<file path="src/rtl/downsample_ctrl.sv">
// downsample_ctrl: Moore control FSM for 2:1 decimation of a W x H frame in both axes.
// Define DS_PERF_CNT_EN to add the 32-bit busy-cycle counter output frame_cycles.
module downsample_ctrl #(
  parameter int         MEM_RD_LAT = 2,
  parameter logic [2:0] ALU_ADD    = 3'd0,
  parameter logic [2:0] ALU_SUB    = 3'd1,
  parameter logic [2:0] ALU_INCB   = 3'd2,
  parameter logic [2:0] ALU_INCB2  = 3'd3,
  parameter logic [2:0] ALU_INCA2  = 3'd4,
  parameter logic [2:0] A_RI       = 3'd1,
  parameter logic [2:0] A_RJ       = 3'd2,
  parameter logic [2:0] A_RW       = 3'd4,
  parameter logic [2:0] B_RH       = 3'd0,
  parameter logic [2:0] B_RW       = 3'd1,
  parameter logic [2:0] B_RK       = 3'd2,
  parameter logic [2:0] B_RX       = 3'd3
) (
  input  logic        clk,
  input  logic        rst_n,
  input  logic        start,
  input  logic        cfg_ld_w,
  input  logic        cfg_ld_h,
  input  logic        z,
  input  logic        z1,
  output logic [2:0]  ALU_OP,
  output logic [2:0]  AMUX_sel,
  output logic [2:0]  BMUX_sel,
  output logic [8:0]  LOAD_VECT,
  output logic [5:0]  CLEAR_VECT,
  output logic        PASS_AC,
  output logic        MO_we,
  output logic        busy,
  output logic        done
`ifdef DS_PERF_CNT_EN
  ,
  output logic [31:0] frame_cycles
`endif
);

  // LOAD_VECT bit positions (register loaded by each bit)
  localparam int LV_MI = 0;
  localparam int LV_AC = 1;
  localparam int LV_RH = 2;
  localparam int LV_RW = 3;
  localparam int LV_RS = 4;
  localparam int LV_RX = 5;
  localparam int LV_RI = 6;
  localparam int LV_RJ = 7;
  localparam int LV_RK = 8;
  localparam int CV_RI = 3;

  localparam logic [2:0] RD_LAST = 3'(MEM_RD_LAT - 1);

  typedef enum logic [4:0] {
    S_IDLE = 5'd0,  S_CLR  = 5'd1,  S_RD   = 5'd2,  S_LDMI = 5'd3,
    S_LDRS = 5'd4,  S_WR   = 5'd5,  S_K1   = 5'd6,  S_K2   = 5'd7,
    S_X1   = 5'd8,  S_X2   = 5'd9,  S_I1   = 5'd10, S_I2   = 5'd11,
    S_IC   = 5'd12, S_IW   = 5'd13, S_IT   = 5'd14, S_ROW  = 5'd15,
    S_ROWX = 5'd16, S_RB   = 5'd17, S_J1   = 5'd18, S_J2   = 5'd19,
    S_JC   = 5'd20, S_JW   = 5'd21, S_JT   = 5'd22, S_DONE = 5'd23
  } state_t;

  state_t     state_q, state_d;
  logic [2:0] rd_cnt_q, rd_cnt_d;

  logic unused_z1;
  assign unused_z1 = z1;

  // z is a registered AC==0 flag, so each loop test waits one cycle (S_IW/S_JW)
  // after the subtract before branching; S_RB is a row-turnaround bubble.
  always_comb begin
    state_d  = state_q;
    rd_cnt_d = 3'd0;
    case (state_q)
      S_IDLE: if (start) state_d = S_CLR;
      S_CLR:  state_d = S_RD;
      S_RD: begin
        if (rd_cnt_q == RD_LAST) state_d = S_LDMI;
        else                     rd_cnt_d = rd_cnt_q + 3'd1;
      end
      S_LDMI: state_d = S_LDRS;
      S_LDRS: state_d = S_WR;
      S_WR:   state_d = S_K1;
      S_K1:   state_d = S_K2;
      S_K2:   state_d = S_X1;
      S_X1:   state_d = S_X2;
      S_X2:   state_d = S_I1;
      S_I1:   state_d = S_I2;
      S_I2:   state_d = S_IC;
      S_IC:   state_d = S_IW;
      S_IW:   state_d = S_IT;
      S_IT:   state_d = z ? S_ROW : S_RD;
      S_ROW:  state_d = S_ROWX;
      S_ROWX: state_d = S_RB;
      S_RB:   state_d = S_J1;
      S_J1:   state_d = S_J2;
      S_J2:   state_d = S_JC;
      S_JC:   state_d = S_JW;
      S_JW:   state_d = S_JT;
      S_JT:   state_d = z ? S_DONE : S_RD;
      S_DONE: state_d = S_IDLE;
      default: state_d = S_IDLE;
    endcase
  end

  always_comb begin
    ALU_OP     = 3'd0;
    AMUX_sel   = 3'd0;
    BMUX_sel   = 3'd0;
    LOAD_VECT  = 9'd0;
    CLEAR_VECT = 6'd0;
    PASS_AC    = 1'b0;
    MO_we      = 1'b0;
    busy       = (state_q != S_IDLE);
    done       = 1'b0;
    case (state_q)
      S_IDLE: begin
        LOAD_VECT[LV_RW] = cfg_ld_w;
        LOAD_VECT[LV_RH] = cfg_ld_h;
      end
      S_CLR:  CLEAR_VECT = 6'b111111;
      S_LDMI: LOAD_VECT[LV_MI] = 1'b1;
      S_LDRS: LOAD_VECT[LV_RS] = 1'b1;
      S_WR:   MO_we = 1'b1;
      S_K1: begin
        ALU_OP = ALU_INCB; BMUX_sel = B_RK; LOAD_VECT[LV_AC] = 1'b1;
      end
      S_K2:   LOAD_VECT[LV_RK] = 1'b1;
      S_X1: begin
        ALU_OP = ALU_INCB2; BMUX_sel = B_RX; LOAD_VECT[LV_AC] = 1'b1;
      end
      S_X2:   LOAD_VECT[LV_RX] = 1'b1;
      S_I1: begin
        ALU_OP = ALU_INCA2; AMUX_sel = A_RI; LOAD_VECT[LV_AC] = 1'b1;
      end
      S_I2:   LOAD_VECT[LV_RI] = 1'b1;
      S_IC: begin
        ALU_OP = ALU_SUB; AMUX_sel = A_RI; BMUX_sel = B_RW; LOAD_VECT[LV_AC] = 1'b1;
      end
      S_ROW: begin
        ALU_OP = ALU_ADD; AMUX_sel = A_RW; BMUX_sel = B_RX; LOAD_VECT[LV_AC] = 1'b1;
      end
      S_ROWX: begin
        LOAD_VECT[LV_RX] = 1'b1; CLEAR_VECT[CV_RI] = 1'b1;
      end
      S_J1: begin
        ALU_OP = ALU_INCA2; AMUX_sel = A_RJ; LOAD_VECT[LV_AC] = 1'b1;
      end
      S_J2:   LOAD_VECT[LV_RJ] = 1'b1;
      S_JC: begin
        ALU_OP = ALU_SUB; AMUX_sel = A_RJ; BMUX_sel = B_RH; LOAD_VECT[LV_AC] = 1'b1;
      end
      S_DONE: done = 1'b1;
      default: ;
    endcase
  end

`ifdef DS_PERF_CNT_EN
  logic [31:0] cyc_q, cyc_d;

  always_comb begin
    cyc_d = cyc_q;
    if (state_q == S_IDLE) begin
      if (start) cyc_d = 32'd0;
    end else begin
      cyc_d = cyc_q + 32'd1;
    end
  end

  assign frame_cycles = cyc_q;
`endif

  always_ff @(posedge clk or negedge rst_n) begin
    if (!rst_n) begin
      state_q  <= S_IDLE;
      rd_cnt_q <= 3'd0;
`ifdef DS_PERF_CNT_EN
      cyc_q    <= 32'd0;
`endif
    end else begin
      state_q  <= state_d;
      rd_cnt_q <= rd_cnt_d;
`ifdef DS_PERF_CNT_EN
      cyc_q    <= cyc_d;
`endif
    end
  end

endmodule

</file>
<file path="config.mk">
export PLATFORM = sky130hd
export DESIGN_NAME = downsample_ctrl
export DESIGN_NICKNAME = d
export VERILOG_FILES = /design/src/rtl/downsample_ctrl.sv
export SDC_FILE = /design/constraint.sdc
export NUM_CORES = 1
export LEC_CHECK = 0
export ABC_AREA = 1
export BUFFER_PORTS_ARGS = -buffer_cell sky130_fd_sc_hd__buf_2
export CAP_MARGIN = 20
export CORE_MARGIN = 8
export CORE_UTILIZATION = 45
export DETAILED_ROUTE_END_ITERATION = 10
export PLACE_DENSITY_LB_ADDON = 0.08
export SYNTH_ARGS = -nofsm -noshare
export SYNTH_HDL_FRONTEND = slang
export SYNTH_SLANG_ARGS = --single-unit
</file>
<file path="constraint.sdc">
create_clock -name clk -period 1.89 [get_ports clk]
set_input_delay 0.378 -clock clk [delete_from_list [all_inputs] [get_ports clk]]
set_output_delay 0.378 -clock clk [all_outputs]
set_load 0.01 [all_outputs]
</file>
# Yosys cells after proc, flatten, opt, wreduce, memory -nomap -nowiden
# Cells that the tools add are included.
# word_totals
ff_bits,8
inputBits,7
out_inout_bits,28
elab_cells,63
# classes
add_sub_neg,1
n_eq_ne,26
muxes,23
n_reduce_logical,11
# ops
op,n
5-bit one-hot mux with 23 select lines,1
"5-bit by 4-bit == test with 1-bit output, second input constant",8
"5-bit == test, second input constant",8
"5-bit by 3-bit == test with 1-bit output, second input constant",4
5-bit 2-to-1 mux,3
2-bit OR reduction,7
3-bit one-hot mux with 4 select lines,1
"5-bit by 2-bit == test with 1-bit output, second input constant",2
1-bit 2-to-1 mux,10
3-bit 2-to-1 mux,3
3-bit one-hot mux with 3 select lines,1
7-bit OR reduction,1
2-bit one-hot mux with 3 select lines,1
"5-bit by 1-bit == test with 1-bit output, second input constant",1
5-bit logical NOT,1
5-bit nonzero test,1
2-bit 2-to-1 mux,2
4-bit 2-to-1 mux,1
"2-bit inequality test, second input constant",2
"3-bit by 1-bit adder with 3-bit output, second input constant",1
"3-bit by 1-bit == test with 1-bit output, second input constant",1
2-bit AND reduction,1

# Depth between registers and ports, before layout
# logic_depth
ltp_word,3
mapped_depth,9
depth_no_buf,8

# Worst setup path before layout
# Ideal clock, no wire load.
# synth_path
path_kind,register -> output
from,register state_q[4]
to,output port BMUX_sel[1]
arrival_ns,1.266
t_required_ns,1.512
path_slack_ns,0.246
stages_incl_launch_ff,8
n_path_buf,2
cell_sequence,dfrtp_1 -> buf_6 -> inv_2 -> buf_6 -> nand3_1 -> nor2_1 -> inv_1 -> nand3_1
# synth_via
elab_chain_len,3
word_cells_on_any_way,6
classes_between,eq/ne: 4; mux: 1; reduce/logical: 1
# synth_lines
item,line_no,source
"start, declared",63,"state_t state_q, state_d;"
"start signal, assigned",181,state_q <= state_d;
5-bit by 4-bit == test with 1-bit output,116,case (state_q)
2-bit OR reduction (no source line),n/a,
2-bit one-hot mux with 3 select lines *,116,
"end, declared",27,"output logic [2:0] BMUX_sel,"
# Every way passes the cells marked *; elsewhere a longest branch is shown, timed or not.

# Worst setup path in the final report
# layout_path
from,register state_q[0]
to,output port LOAD_VECT[1]
# layout_via
elab_chain_len,3
word_cells_on_any_way,9
classes_between,eq/ne: 7; mux: 1; reduce/logical: 1
# layout_lines
item,line_no,source
"5-bit == test, or another cell as far along",116,
7-bit OR reduction (no source line) *,n/a,
1-bit 2-to-1 mux *,116,
"end, declared",28,"output logic [8:0] LOAD_VECT,"
# Marks and branches as above.

==> impl_metrics.env <==
export IMPL_die_w_um=57.29
export IMPL_htreeDepth=1
export IMPL_seqPwrFrac_pct=22.1
export IMPL_synthTopCellsByArea="dfrtp_1 26%, nand2_1 11%, nand3_1 11%"
export IMPL_period_needed_ns=1.833
export IMPL_hold_path_class="in -> reg"
export IMPL_core_area_mm2=0.001670
export IMPL_timing_final_crit_share_pct=97.01
export IMPL_crit_chain="nor2_4, buf_4, nand3_2, nand2_2, nor2_1, nand3_1, buf_2"
export IMPL_worst_endpoint_required_ns=1.51
export IMPL_outcome="complete, no violations"
export IMPL_r2r_slack_ns=0.44
export IMPL_fill_cells=152
export IMPL_hold_depth=5
export IMPL_place_gp_congestion=0.8464
export IMPL_fp_dieArea_mm2=0.003282
export IMPL_start_util_pct=45.92
export IMPL_path_class="reg -> out"
export IMPL_cp_slowest_stage_delay_ns=0.45
export IMPL_drv_slew=0
export IMPL_synth_distinct_cells=19
export IMPL_vias_per_cell=5.250
export IMPL_yosysWarnings=0
export IMPL_design_area_mm2=0.001026
export IMPL_setup_viol=0
export IMPL_cts_buffers_inserted=3
export IMPL_dpl_cell_area_um2=894.6
export IMPL_placement_io_buffers=31
export IMPL_ios=35
export IMPL_drtIter0Drc=37
export IMPL_post_route_drc_count=0
export IMPL_grt_max_degree=10
export IMPL_clk_latency_ns=0.25
export IMPL_synth_seq_cells=8
export IMPL_die_h_um=57.29
export IMPL_grt_overflow=0
export IMPL_drive_above_1_share_pct=42.14
export IMPL_cp_end_kind="output pin"
export IMPL_max_cap_violations=0
export IMPL_finClkSkew_ns=0.004196
export IMPL_final_nets=168
export IMPL_synth_top_area_share_pct=26.10
export IMPL_intPower_uw=806.0
export IMPL_comb_power_share_pct=70.5
export IMPL_netSwitchingFraction_pct=52.53
export IMPL_rsz0062_at_grt="true"
export IMPL_vdd_drop_max_mv=0.9628
export IMPL_grt_antenna_before_repair=0
export IMPL_drt_total_wl_um=2295
export IMPL_cts_root_buf="clkbuf_4"
export IMPL_max_freq_ghz=0.5454
export IMPL_syn_area_um2=767.0
export IMPL_vias=924
export IMPL_antenna_cells=0
export IMPL_cts_tree="yes"
export IMPL_pwr_share_clk_pct=7.5
export IMPL_grt_use_total_pct=12.48
export IMPL_row_count=15
export IMPL_syn_area_per_cell_um2=6.287
export IMPL_start_kind="register"
export IMPL_power_density_mw_per_mm2=1655
export IMPL_grt_pass1_vias=820
export IMPL_clock_sinks=8
export IMPL_yosysTopAreaCell="dfrtp_1"
export IMPL_clk_path_buf_depth=2
export IMPL_yosysSeqAreaShare_pct=26.10
export IMPL_grt_pass1_wl_um=3367
export IMPL_power_leakage_nw=0.6660
export IMPL_netlist_instances=122
export IMPL_worst_r2r_path_depth=6
export IMPL_cp_slowest_cell="dfrtp_2"
export IMPL_placedCellCount=165
export IMPL_dp_hpwl_um=1651
export IMPL_stdcell_count=176
export IMPL_finalHoldViolations=0
export IMPL_path_clk_slew_ns=0.05
export IMPL_wl_per_cell_um=13.04
export IMPL_net_switching_power_uw=891.9
export IMPL_dr_pass1_iters=4
export IMPL_ant_nets=0
export IMPL_cp_arrival_ns=1.46
export IMPL_area_delta_synth_final_pct=33.77
export IMPL_cp_max_fo=4
-- power groups by stage --
stage	clock network, mW	registers, mW	logic (mW)
after CTS	0.132	0.360	0.994
after global routing	0.144	0.385	1.32
final	0.127	0.375	1.20
after floorplan	0	0.315	0.776
after detailed placement	0	0.352	0.980
after global placement	0	0.352	0.985
-- layout by cell type, fill, tap and decap left out, drive strengths merged --
| master | Yosys | routed |
|---|---|---|
| nor3 | 5 | 5 |
| nand3 | 20 | 20 |
| xnor2 | 1 | 1 |
| buf | 8 | 40 |
| xor2 | 1 | 1 |
| nor4 | 1 | 1 |
| dlygate4sd3 | 0 | 1 |
| o21ai | 3 | 3 |
| conb | 1 | 2 |
| nor2 | 26 | 26 |
| clkbuf | 0 | 3 |
| dfrtp | 8 | 8 |
| inv | 22 | 22 |
| o211ai | 2 | 2 |
| nor3b | 1 | 1 |
| nand2 | 23 | 23 |
-- cells by family (layout without fill, tap and decap cells) --
group	count (synthesis)	after routing	synth area share, %
and+or+nand+nor	76	76	47.63
other	1	2	0.4889
buffers and inverters	30	66	19.58
AOI/OAI and AO/OA	5	5	3.914
DFF	8	8	26.10
xor gates and xnor gates	2	2	2.284
-- path summary, 6_finish.rpt --
check                       startpoint      endpoint
min in group asynchronous        rst_n   rd_cnt_q[1]
setup / recovery            state_q[0]  LOAD_VECT[1]
setup reg to reg            state_q[1]    state_q[2]
hold / removal                   start    state_q[0]
max in group asynchronous        rst_n    state_q[3]
hold reg to reg            rd_cnt_q[0]   rd_cnt_q[0]
-- critical path, delay by kind of cell, from the launching register on --
kind                   cells  cell delay, ns
buffers and inverters      2            0.28
flip-flops                 1            0.45
AND/OR/NAND/NOR            5            0.47
-- Yosys cell counts (all sizes together) --
cell type / instances
nor2: 26
nand2: 23
inv: 22
nand3: 20
buf: 8
dfrtp: 8
nor3: 5
o21ai: 3
o211ai: 2
conb: 1
nor3b: 1
nor4: 1
xnor2: 1
xor2: 1
-- layout make-up --
type                            instances  area, um2  share of cell area, %
Tap cell                               17      21.27                  2.073
Multi-Input combinational cell         85      445.4                  43.41
Sequential cell                         8      206.4                  20.12
Timing Repair Buffer                   41      245.2                  23.90
Inverter                               22      85.08                  8.293
Clock buffer                            3      22.52                  2.195
-- sequential cells by signal (all words and copies together), names as in the netlist --
register,flops
state_q,5
rd_cnt_q,3
-- metrics by stage --
stage	utilization, %	power [mW]	hold slack (ns)	worst slack, ns	TNS (ns)
finish	61.42	1.698	0.4323	0.05659	0
global placement	53.56	1.337	0.2228	0.2069	0
floorplan	-	1.092	0.08241	0.2464	0
global route	61.42	1.851	0.4640	-0.02984	-0.1353
CTS	56.03	1.486	0.4249	0.001458	0
detailed placement	53.56	1.332	0.2264	0.2199	0
-- layer usage --
metal | vias up | track usage (%) | share of wire, %
li1 | 451 | - | -
met5 | - | 0 | 0
met1 | 406 | 14.58 | 40
met2 | 63 | 20.29 | 49
met3 | 4 | 5.605 | 11
met4 | 0 | 2.857 | 0.65
-- what timing repair did --
item                                    CTS  global route
hold endpoints to repair                  8             0
hold buffers                              1             0
pin swaps                                 0             3
buffers inserted                          0             7
endpoints found under the setup margin   11            18
gates resized for setup                   3            11
No activity file was read; power rests on OpenSTA's default activity.
